$ cat config.mk
export PLATFORM = sky130hd
export DESIGN_NAME = multiplier_8x8
export DESIGN_NICKNAME = d
export VERILOG_FILES = /design/src/rtl/multiplier_8x8.sv
export SDC_FILE = /design/constraint.sdc
export NUM_CORES = 1
export LEC_CHECK = 0
export CORE_ASPECT_RATIO = 2
export CORE_MARGIN = 4
export CORE_UTILIZATION = 52
export CTS_CLUSTER_DIAMETER = 80
export CTS_CLUSTER_SIZE = 20
export DETAILED_ROUTE_END_ITERATION = 6
export DONT_BUFFER_PORTS = 1
export PLACE_DENSITY = 0.67
export SYNTH_ARGS = -nofsm -noshare
export SYNTH_HDL_FRONTEND = slang
export SYNTH_SLANG_ARGS = --single-unit
$ cat constraint.sdc
create_clock -name clk -period 3.9 [get_ports clk]
set_input_delay 0.975 -clock clk [delete_from_list [all_inputs] [get_ports clk]]
set_output_delay 0.975 -clock clk [all_outputs]
set_load 0.05 [all_outputs]
$ cat src/rtl/multiplier_8x8.sv
// Sequential radix-2 shift-and-add 8x8 unsigned multiplier.
// areset both clears the result and captures A/B to start a new multiply.
module multiplier_8x8 (
  input  logic        clk,
  input  logic        areset,
  input  logic [7:0]  A,
  input  logic [7:0]  B,
  output logic [15:0] product
);

  localparam int unsigned OP_W  = 8;
  localparam int unsigned RES_W = 16;
  localparam int unsigned CNT_W = 4;
  localparam int unsigned STEPS = 8;

  localparam logic [CNT_W-1:0] LAST_STEP = CNT_W'(STEPS - 1);

  typedef enum logic [1:0] {
    LOAD = 2'd0,
    RUN  = 2'd1,
    DONE = 2'd2
  } state_t;

  state_t state, state_n;

  logic [OP_W-1:0]  mcand;
  logic [OP_W-1:0]  mplier;
  logic [RES_W-1:0] acc;
  logic [CNT_W-1:0] count;

  logic             step_c;
  logic             last_c;
  logic [RES_W-1:0] addend_c;
  logic [RES_W-1:0] sum_c;

  // State register; areset restarts the multiply from any state
  always_ff @(posedge clk) begin
    if (areset) begin
      state <= RUN;
    end else begin
      state <= state_n;
    end
  end

  // Next-state and step control
  always_comb begin
    state_n = state;
    step_c  = 1'b0;
    last_c  = 1'b0;
    unique case (state)
      LOAD: state_n = LOAD;
      RUN: begin
        step_c = 1'b1;
        if (count == LAST_STEP) begin
          last_c  = 1'b1;
          state_n = DONE;
        end
      end
      DONE:    state_n = DONE;
      default: state_n = LOAD;
    endcase
  end

  // Partial product for this step; 16-bit add keeps every carry
  always_comb begin
    addend_c = '0;
    if (mplier[0]) begin
      addend_c = RES_W'(mcand) << count;
    end
    sum_c = acc + addend_c;
  end

  // Datapath and result register
  always_ff @(posedge clk) begin
    if (areset) begin
      mcand   <= A;
      mplier  <= B;
      acc     <= '0;
      count   <= '0;
      product <= '0;
    end else if (step_c) begin
      acc    <= sum_c;
      mplier <= mplier >> 1;
      count  <= count + CNT_W'(1);
      if (last_c) begin
        product <= sum_c;
      end
    end
  end

endmodule

==> results of run 1 <==
-- synthesized netlist by cell type (11+ instances only) --
library cell and n:
dfxtp_1 38, ha_1 17, mux2_2 12, edfxtp_1 16, clkbuf_1 11, mux2i_1 18, a21oi_1 23, nand2_1 40
nor2_1 39
-- worst max path at each step --
stage / startpoint / end / slack (ns) / cells after the start
final: count[0]$_SDFFE_PP0P_ / acc[15]$_SDFFE_PP0P_ / 0.39 / 12
after global routing: count[1]$_SDFFE_PP0P_ / acc[15]$_SDFFE_PP0P_ / 0.20 / 14
after CTS: count[0]$_SDFFE_PP0P_ / acc[14]$_SDFFE_PP0P_ / 0.43 / 12
after detailed placement: count[1]$_SDFFE_PP0P_ / acc[15]$_SDFFE_PP0P_ / 0.45 / 11
after global placement: count[0]$_SDFFE_PP0P_ / acc[14]$_SDFFE_PP0P_ / 0.49 / 9
after floorplan: count[1]$_SDFFE_PP0P_ / acc[15]$_SDFFE_PP0P_ / 0.89 / 13
-- flip-flops by register name, summed over array words and instances, names as in the netlist --
| name | flops |
|---|---|
| count | 4 |
| product | 16 |
| mcand | 8 |
| state | 2 |
| acc | 16 |
| mplier | 8 |
-- power groups by stage --
stage	clock, uW	sequential, uW	combinational, uW
after floorplan	0	753	901
after global placement	0	824	1000
after detailed placement	0	826	1010
after CTS	517	814	1020
after global routing	541	830	1130
final	502	814	1010
-- metal layers --
metal,up-vias,share of wire [%]
li1,1271,-
met1,1237,36
met2,47,57
met3,21,2.4
met4,0,4.6
met5,-,0
-- kinds of logic after synthesis --
logic type,synth area share (%)
simple gates,19.0
mux,12.4
compound gates,17.7
flops,37.0
buf+inv,3.88
xor+xnor,3.13
fa+ha+maj,6.94
-- worst min-delay path, cell delays in order, from the launching register on --
cell and delay (ns):
dfxtp_1 0.32, nand2b_1 0.07, a21oi_1 0.06
-- cell type report --
class / instances / area [sq um] / share of cell area [%]
timing repair buffer: 2 / 15.0 / 0.423
sequential: 54 / 1240 / 35.0
clock inverter: 2 / 37.5 / 1.06
inverter: 9 / 33.8 / 0.952
multi-input combinational: 277 / 1980 / 55.9
tap: 86 / 108 / 3.03
clock buffer: 6 / 129 / 3.63
-- layout by cell type, fill, tap and decap left out, types with 3 or more instances in the layout --
| cell | n |
|---|---|
| nand2_1 | 40 |
| nor2_1 | 39 |
| dfxtp_1 | 38 |
| a21oi_1 | 23 |
| mux2i_1 | 18 |
| ha_1 | 17 |
| edfxtp_1 | 16 |
| mux2_2 | 12 |
| inv_1 | 7 |
| nand2b_1 | 7 |
| o21ai_1 | 7 |
| xnor2_1 | 7 |
| nand3b_1 | 7 |
| and2_1 | 6 |
| nor2b_1 | 6 |
| o22ai_1 | 5 |
| a21o_1 | 5 |
| a211oi_1 | 5 |
| xor2_1 | 5 |
| nor3b_1 | 5 |
| clkbuf_16 | 5 |
| a31oi_1 | 4 |
| o21a_1 | 4 |
| o21ai_0 | 4 |
| nand4_1 | 3 |
| mux2_1 | 3 |
| o211ai_1 | 3 |
| or3_1 | 3 |
-- metrics by stage --
step                hold WS [ns]  setup slack, ns  power (uW)  utilization, %
finish                     0.482            0.390        2330            56.2
global route               0.516            0.197        2510            56.2
CTS                        0.481            0.433        2350            56.2
detailed placement         0.467            0.449        1840            53.6
global placement           0.455            0.488        1830            53.6
floorplan                  0.450            0.892        1650               -
==> metrics.md, run 1 <==
| Metric | Value |
|---|---|
| Status | `completed` |
| CTS tree | `yes` |
| Worst-Margin Slew | `roughly 0.82 ns` |
| Htree depth | `2` |
| Sequential power share | `approximately a third` |
| RSZ-0062 raised after global routing | `no` |
| Slowest cell on the critical path | `dfxtp_1` |
| Flop-to-flop setup slack | `slightly below 0.4 ns` |
| Ys flop type | `dfxtp_1` |
| Chip Width | `around 65 microns` |
| Antenna viol nets, final | `0` |
| Max Cap Violations | `0` |
| Setup Skew | `approximately 0.006 ns` |
| Worst r2r src | `count[0]$_SDFFE_PP0P_` |
| Gr busiest metal | `met2` |
| GR Overflow Total | `0` |
| Reg clk slew, reported paths | `approximately 0.070 ns` |
| # setup viols final | `0` |
| Fmax | `roughly 280 MHz` |
| Synthesis Warnings | `0` |
| Setup_tns | `0 ns` |
| Endpoints failing hold | `0` |
| Synth area leader | `dfxtp_1` |
| Post-CTS setup buffers | `0` |
| TritonCTS Sinks | `54` |
| CP top delay family | `compound AO/OA/AOI/OAI gates` |
| Hold endpoint | `acc[13]$_SDFFE_PP0P_` |
| Yosys top cell area share | `between 20% and 30%` |
| Gr usage total | `about a fifth` |
| Std cell rows | `just over 40` |
| Hold path cells | `2` |
| CTS root buffer | `clkbuf_16` |
| Power share of the clock group | `21.5%` |
| CP Buf/Inv Count | `0` |
| CP Launch Type | `flop` |
| Count of different cell masters after synthesis | `between 60 and 70` |
| Synth-to-Final Area Change | `5.74%` |
| CP Cell Sequence | `nor2_1 -> a31oi_1 -> o21a_1 -> mux2i_1 -> and2_1 -> ha_1 -> a21oi_1 -> o21ai_0 -> a31oi_1 -> o21ai_2 -> mux2i_1 -> mux2_1` |
| WL/cell | `approximately 17 microns` |
| Comb power frac | `43.5%` |
| FF-to-FF End | `acc[15]$_SDFFE_PP0P_` |
| Met1 usage in global routing | `20.7%` |
| Die height | `122 microns` |
| Die area | `7880 sq um` |
| Mapped cell area | `3360 sq um` |
| Crit path DAT | `3.70 ns` |
| Min cycle time layout | `3.51 ns` |
| Internal Pwr Total | `1440 uW` |
| DRT Wirelength | `7490 microns` |
| Syn_area_per_cell | `a little over 9 sq um` |
| Final non-filler cell total | `436` |
| Via count | `~2.6k` |
| CP Capture Type | `flop` |
| Critical path type | `reg2reg` |
| Ant. Diodes | `0` |
| First-pass GRT wire length | `about 12,000 microns` |
| I/O Buffers | `0` |
| Sw power | `a little under 900 uW` |
| Initial Util | `53.2%` |
| # placed instances | `approximately 430` |
| Number of CTS-inserted buffers | `5` |
| Routability cong. | `roughly 0.9` |
| Slew Limit Headroom | `roughly 45%` |
| Resize count post-CTS | `0` |
| Hold Startpoint | `acc[13]$_SDFFE_PP0P_` |
| DRT Pass-1 Iters | `4` |
| Fin nets | `385` |
| Post-synthesis net count | `between 300 and 400` |
| Cells after Synth | `361` |
| Antenna violations before repair | `0` |
| Fillers | `between 500 and 600` |
| Vias per inst | `5.91` |
| Fin crit share | `90.0%` |
| Leak | `between 0.001 and 0.0015 uW` |
| Post-DP Area | `~3400 sq um` |
| Clock latency on the worst-skew pair | `around 0.3 ns` |
| Crit path required time | `~4.1 ns` |
| Post-synthesis sequential area ratio | `37.0%` |
| Fin area | `roughly 3500 sq um` |
| Met3 Track Usage GR | `3.51%` |
| Number of global-route vias before repair | `approximately 2.5k` |
| Cell Pwr Density | `between 600 and 700 nW/um^2` |
| Max VDD drop | `0.392 mV` |
| Yosys reg bits | `54` |
| Worst min-delay path class | `reg2reg` |
| Worst r2r path cells | `12` |
| Starting DRT DRC Count | `148` |
| Largest net degree at the start of global routing | `67` |
| CP max stage delay | `between 0.8 and 0.9 ns` |
| CTS Buffer Depth | `2` |
| Sw Ratio | `roughly two fifths` |
| Post-CTS Hold Fix Bufs | `0` |
| Core ar. | `~6300 sq um` |
| Fin. max-slew vios | `0` |
| GR Layer Usage met2 | `around 38%` |
| Largest cells by area after synthesis | `dfxtp_1 (23%), edfxtp_1 (14%), ha_1 (6.3%)` |
| Final HPWL DP | `approximately 5800 microns` |
| Share of layout cells above drive strength 1 | `approximately an eighth` |
| Residual DRC | `0` |
| Critical-path maximum fanout | `20` |
| Number of synthesized flops with an enable pin | `16` |
| Top Ports | `34` |
| Ys async rst share | `0%` |
(Power assumes the default switching activity.)
==> run 2, diff against run 1 <==
--- a/config.mk
+++ b/config.mk
@@ -13,6 +13,7 @@
 export DETAILED_ROUTE_END_ITERATION = 6
 export DONT_BUFFER_PORTS = 1
 export PLACE_DENSITY = 0.67
+export SLEW_MARGIN = 30
 export SYNTH_ARGS = -nofsm -noshare
 export SYNTH_HDL_FRONTEND = slang
 export SYNTH_SLANG_ARGS = --single-unit
==> results of run 2 <==
Final layout, timing and power as in run 1 (identical DEF).
==> run 3, diff against run 2 <==
--- a/config.mk
+++ b/config.mk
@@ -12,7 +12,7 @@
 export CTS_CLUSTER_SIZE = 20
 export DETAILED_ROUTE_END_ITERATION = 6
 export DONT_BUFFER_PORTS = 1
-export PLACE_DENSITY = 0.67
+export PLACE_DENSITY = 0.78
 export SLEW_MARGIN = 30
 export SYNTH_ARGS = -nofsm -noshare
 export SYNTH_HDL_FRONTEND = slang
==> run 3 against run 2 <==
Total power shrank 3.0%. Final cell count did not move. Hold slack better by 0.017 ns. Final area shrank 0.78%. Core utilization is 0.44 points lower. First-iteration DRC count fell by 29%. Largest power group unchanged. Via count shrank 0.54%.
==> metrics.md, run 3 (synthesis results as in run 1) <==
| Metric | Value |
|---|---|
| Routability cong. | `0.866 (-6.2%)` |
| Max Cap Violations | `0 (unchanged)` |
| # setup viols final | `0 (unchanged)` |
| CTS Buffer Depth | `2 (unchanged)` |
| Cell Pwr Density | `642 nW/um^2 (-2.2%)` |
| Fin area | `3520 sq um (-0.78%)` |
| Post-DP Area | `3380 sq um (unchanged)` |
| Chip Width | `64.8 microns (unchanged)` |
| Fmax | `285 MHz (about the same)` |
| CP Launch Point | `count[1]$_SDFFE_PP0P_` |
| Utilization after layout | `55.8% (-0.44 points)` |
| Slew Limit Headroom | `47.3% (+2.1 points)` |
| Initial Util | `53.2% (unchanged)` |
| Setup Skew | `0.00890 ns (+0.00272 ns)` |
| Status | `completed` |
| Clock latency on the worst-skew pair | `0.29 ns (about the same)` |
| Fin. max-slew vios | `0 (unchanged)` |
| CP Capture Type | `flop` |
| CP Launch Type | `flop` |
| First-pass GRT wire length | `12,000 microns (-1.4%)` |
| Most frequent cells in the layout | `nand2_1 (40), nor2_1 (39), dfxtp_1 (38)` |
| Starting DRT DRC Count | `105 (-29%)` |
| Via count | `2,562 (-0.54%)` |
| Gr usage total | `19.7% (-0.81 points)` |
| Critical-path maximum fanout | `13 (-35%)` |
| Antenna violations before repair | `0 (unchanged)` |
| Commonest non-fill, non-tap cell in the layout | `nand2_1` |
| Core ar. | `6310 sq um (unchanged)` |
| Top Ports | `34 (unchanged)` |
| Share of layout cells above drive strength 1 | `11.7% (-0.29 points)` |
| RSZ-0062 raised after global routing | `no` |
| TritonCTS Sinks | `54 (unchanged)` |
| Fillers | `576 (+1.1%)` |
| WL/cell | `16.6 microns (-3.5%)` |
| Leak | `0.00134 uW (-0.64%)` |
| Fin nets | `385 (unchanged)` |
| Ant. Diodes | `0 (unchanged)` |
| Setup_tns | `0 ns (unchanged)` |
| Residual DRC | `0 (unchanged)` |
| Worst-Margin Slew | `0.789 ns (-0.0310 ns)` |
| Max VDD drop | `0.454 mV (+16%)` |
| # placed instances | `428 (unchanged)` |
| Reg clk slew, reported paths | `0.06 ns (about the same)` |
| Die height | `122 microns (unchanged)` |
| Post-CTS setup buffers | `0 (unchanged)` |
| Crit path required time | `4.08 ns (about the same)` |
| CTS tree | `yes` |
| Vias per inst | `5.88 (-0.54%)` |
| Fin crit share | `90.1% (about the same)` |
| Antenna viol nets, final | `0 (unchanged)` |
| Number of global-route vias before repair | `2,622 (+4.3%)` |
| Std cell rows | `41 (unchanged)` |
| Final HPWL DP | `5530 microns (-3.9%)` |
| DRT Pass-1 Iters | `4 (unchanged)` |
| Final non-filler cell total | `436 (unchanged)` |
| DRT Wirelength | `7230 microns (-3.5%)` |
| Post-CTS Hold Fix Bufs | `0 (unchanged)` |
| Worst min-delay path class | `reg2reg` |
| Largest net degree at the start of global routing | `67 (unchanged)` |
| Critical path type | `reg2reg` |
| I/O Buffers | `0 (unchanged)` |
| Hold Startpoint | `acc[13]$_SDFFE_PP0P_` |
| Synth-to-Final Area Change | `4.92%` |
| Die area | `7880 sq um (unchanged)` |
| Endpoints failing hold | `0 (unchanged)` |
| Crit path DAT | `3.69 ns (about the same)` |
| GR Overflow Total | `0 (unchanged)` |
| CTS root buffer | `clkbuf_16` |
| Min cycle time layout | `3.51 ns (+0.00273 ns)` |
| Htree depth | `2 (unchanged)` |
| Resize count post-CTS | `0 (unchanged)` |
| Worst r2r src | `count[1]$_SDFFE_PP0P_` |
| Biggest regs | `acc (16), product (16)` |
| Number of CTS-inserted buffers | `5 (unchanged)` |
## run 3: cell types whose count changed in the layout (fill, tap and decap cells not counted), sizes merged
| cell | before | now |
|---|---|---|
| clkbuf | 6 | 7 |
| clkinvlp | 1 | 0 |
| inv | 9 | 10 |
| bufinv | 1 | 0 |
## run 3: critical path: stages, from the launching register on
cell and delay (ns):
dfxtp_1 0.66, mux2_1 0.39, nor2_1 0.09, a21oi_1 0.06, mux2_2 0.31, nor2b_1 0.14
ha_1 0.34, a21o_1 0.22, a21oi_2 0.19, nand3_2 0.11, a311oi_4 0.44, o21ai_1 0.16
a211o_1 0.28
## run 3: path summary, 6_finish.rpt
check	endpoint	slack (ns)	depth (start not counted)
worst max-delay path	product[14]$_SDFFE_PP0P_	0.39	12
worst min-delay path	acc[13]$_SDFFE_PP0P_	0.50	2
worst min register to register	acc[13]$_SDFFE_PP0P_	0.50	2
worst max register to register	product[14]$_SDFFE_PP0P_	0.39	12
## run 3: layout make-up
type                       instances  area (sq um)  area share, %
clock inverter                     1          6.26          0.178
inverter                           9          33.8          0.959
clock buffer                       7           133           3.77
multi-input combinational        277          1980           56.4
tap                               86           108           3.06
sequential                        54          1240           35.3
timing repair buffer               2          15.0          0.426
## run 3: metrics by stage
stage | hold slack, ns | total power [uW] | setup slack, ns
after floorplan | 0.450 | 1650 | 0.892
after global placement | 0.461 | 1800 | 0.484
after detailed placement | 0.476 | 1840 | 0.397
after CTS | 0.487 | 2270 | 0.396
after global routing | 0.515 | 2420 | 0.140
final | 0.499 | 2260 | 0.387
## run 3: power breakdown
group,internal [uW],switching [uW],total (uW)
logic,438,567,1010
registers,698,125,823
clock network,239,193,432
total,1380,884,2260
## run 3: per-layer routing
| metal | wire [microns] | part of all wire, % | vias to the layer above | track usage [%] |
|---|---|---|---|---|
| met4 | 339 | 4.7 | 0 | 12.6 |
| met3 | 245 | 3.4 | 25 | 2.95 |
| met1 | 2580 | 36 | 1209 | 18.9 |
| met2 | 4060 | 56 | 60 | 37.5 |
| li1 | - | - | 1268 | - |
| met5 | 0 | 0 | - | 0 |
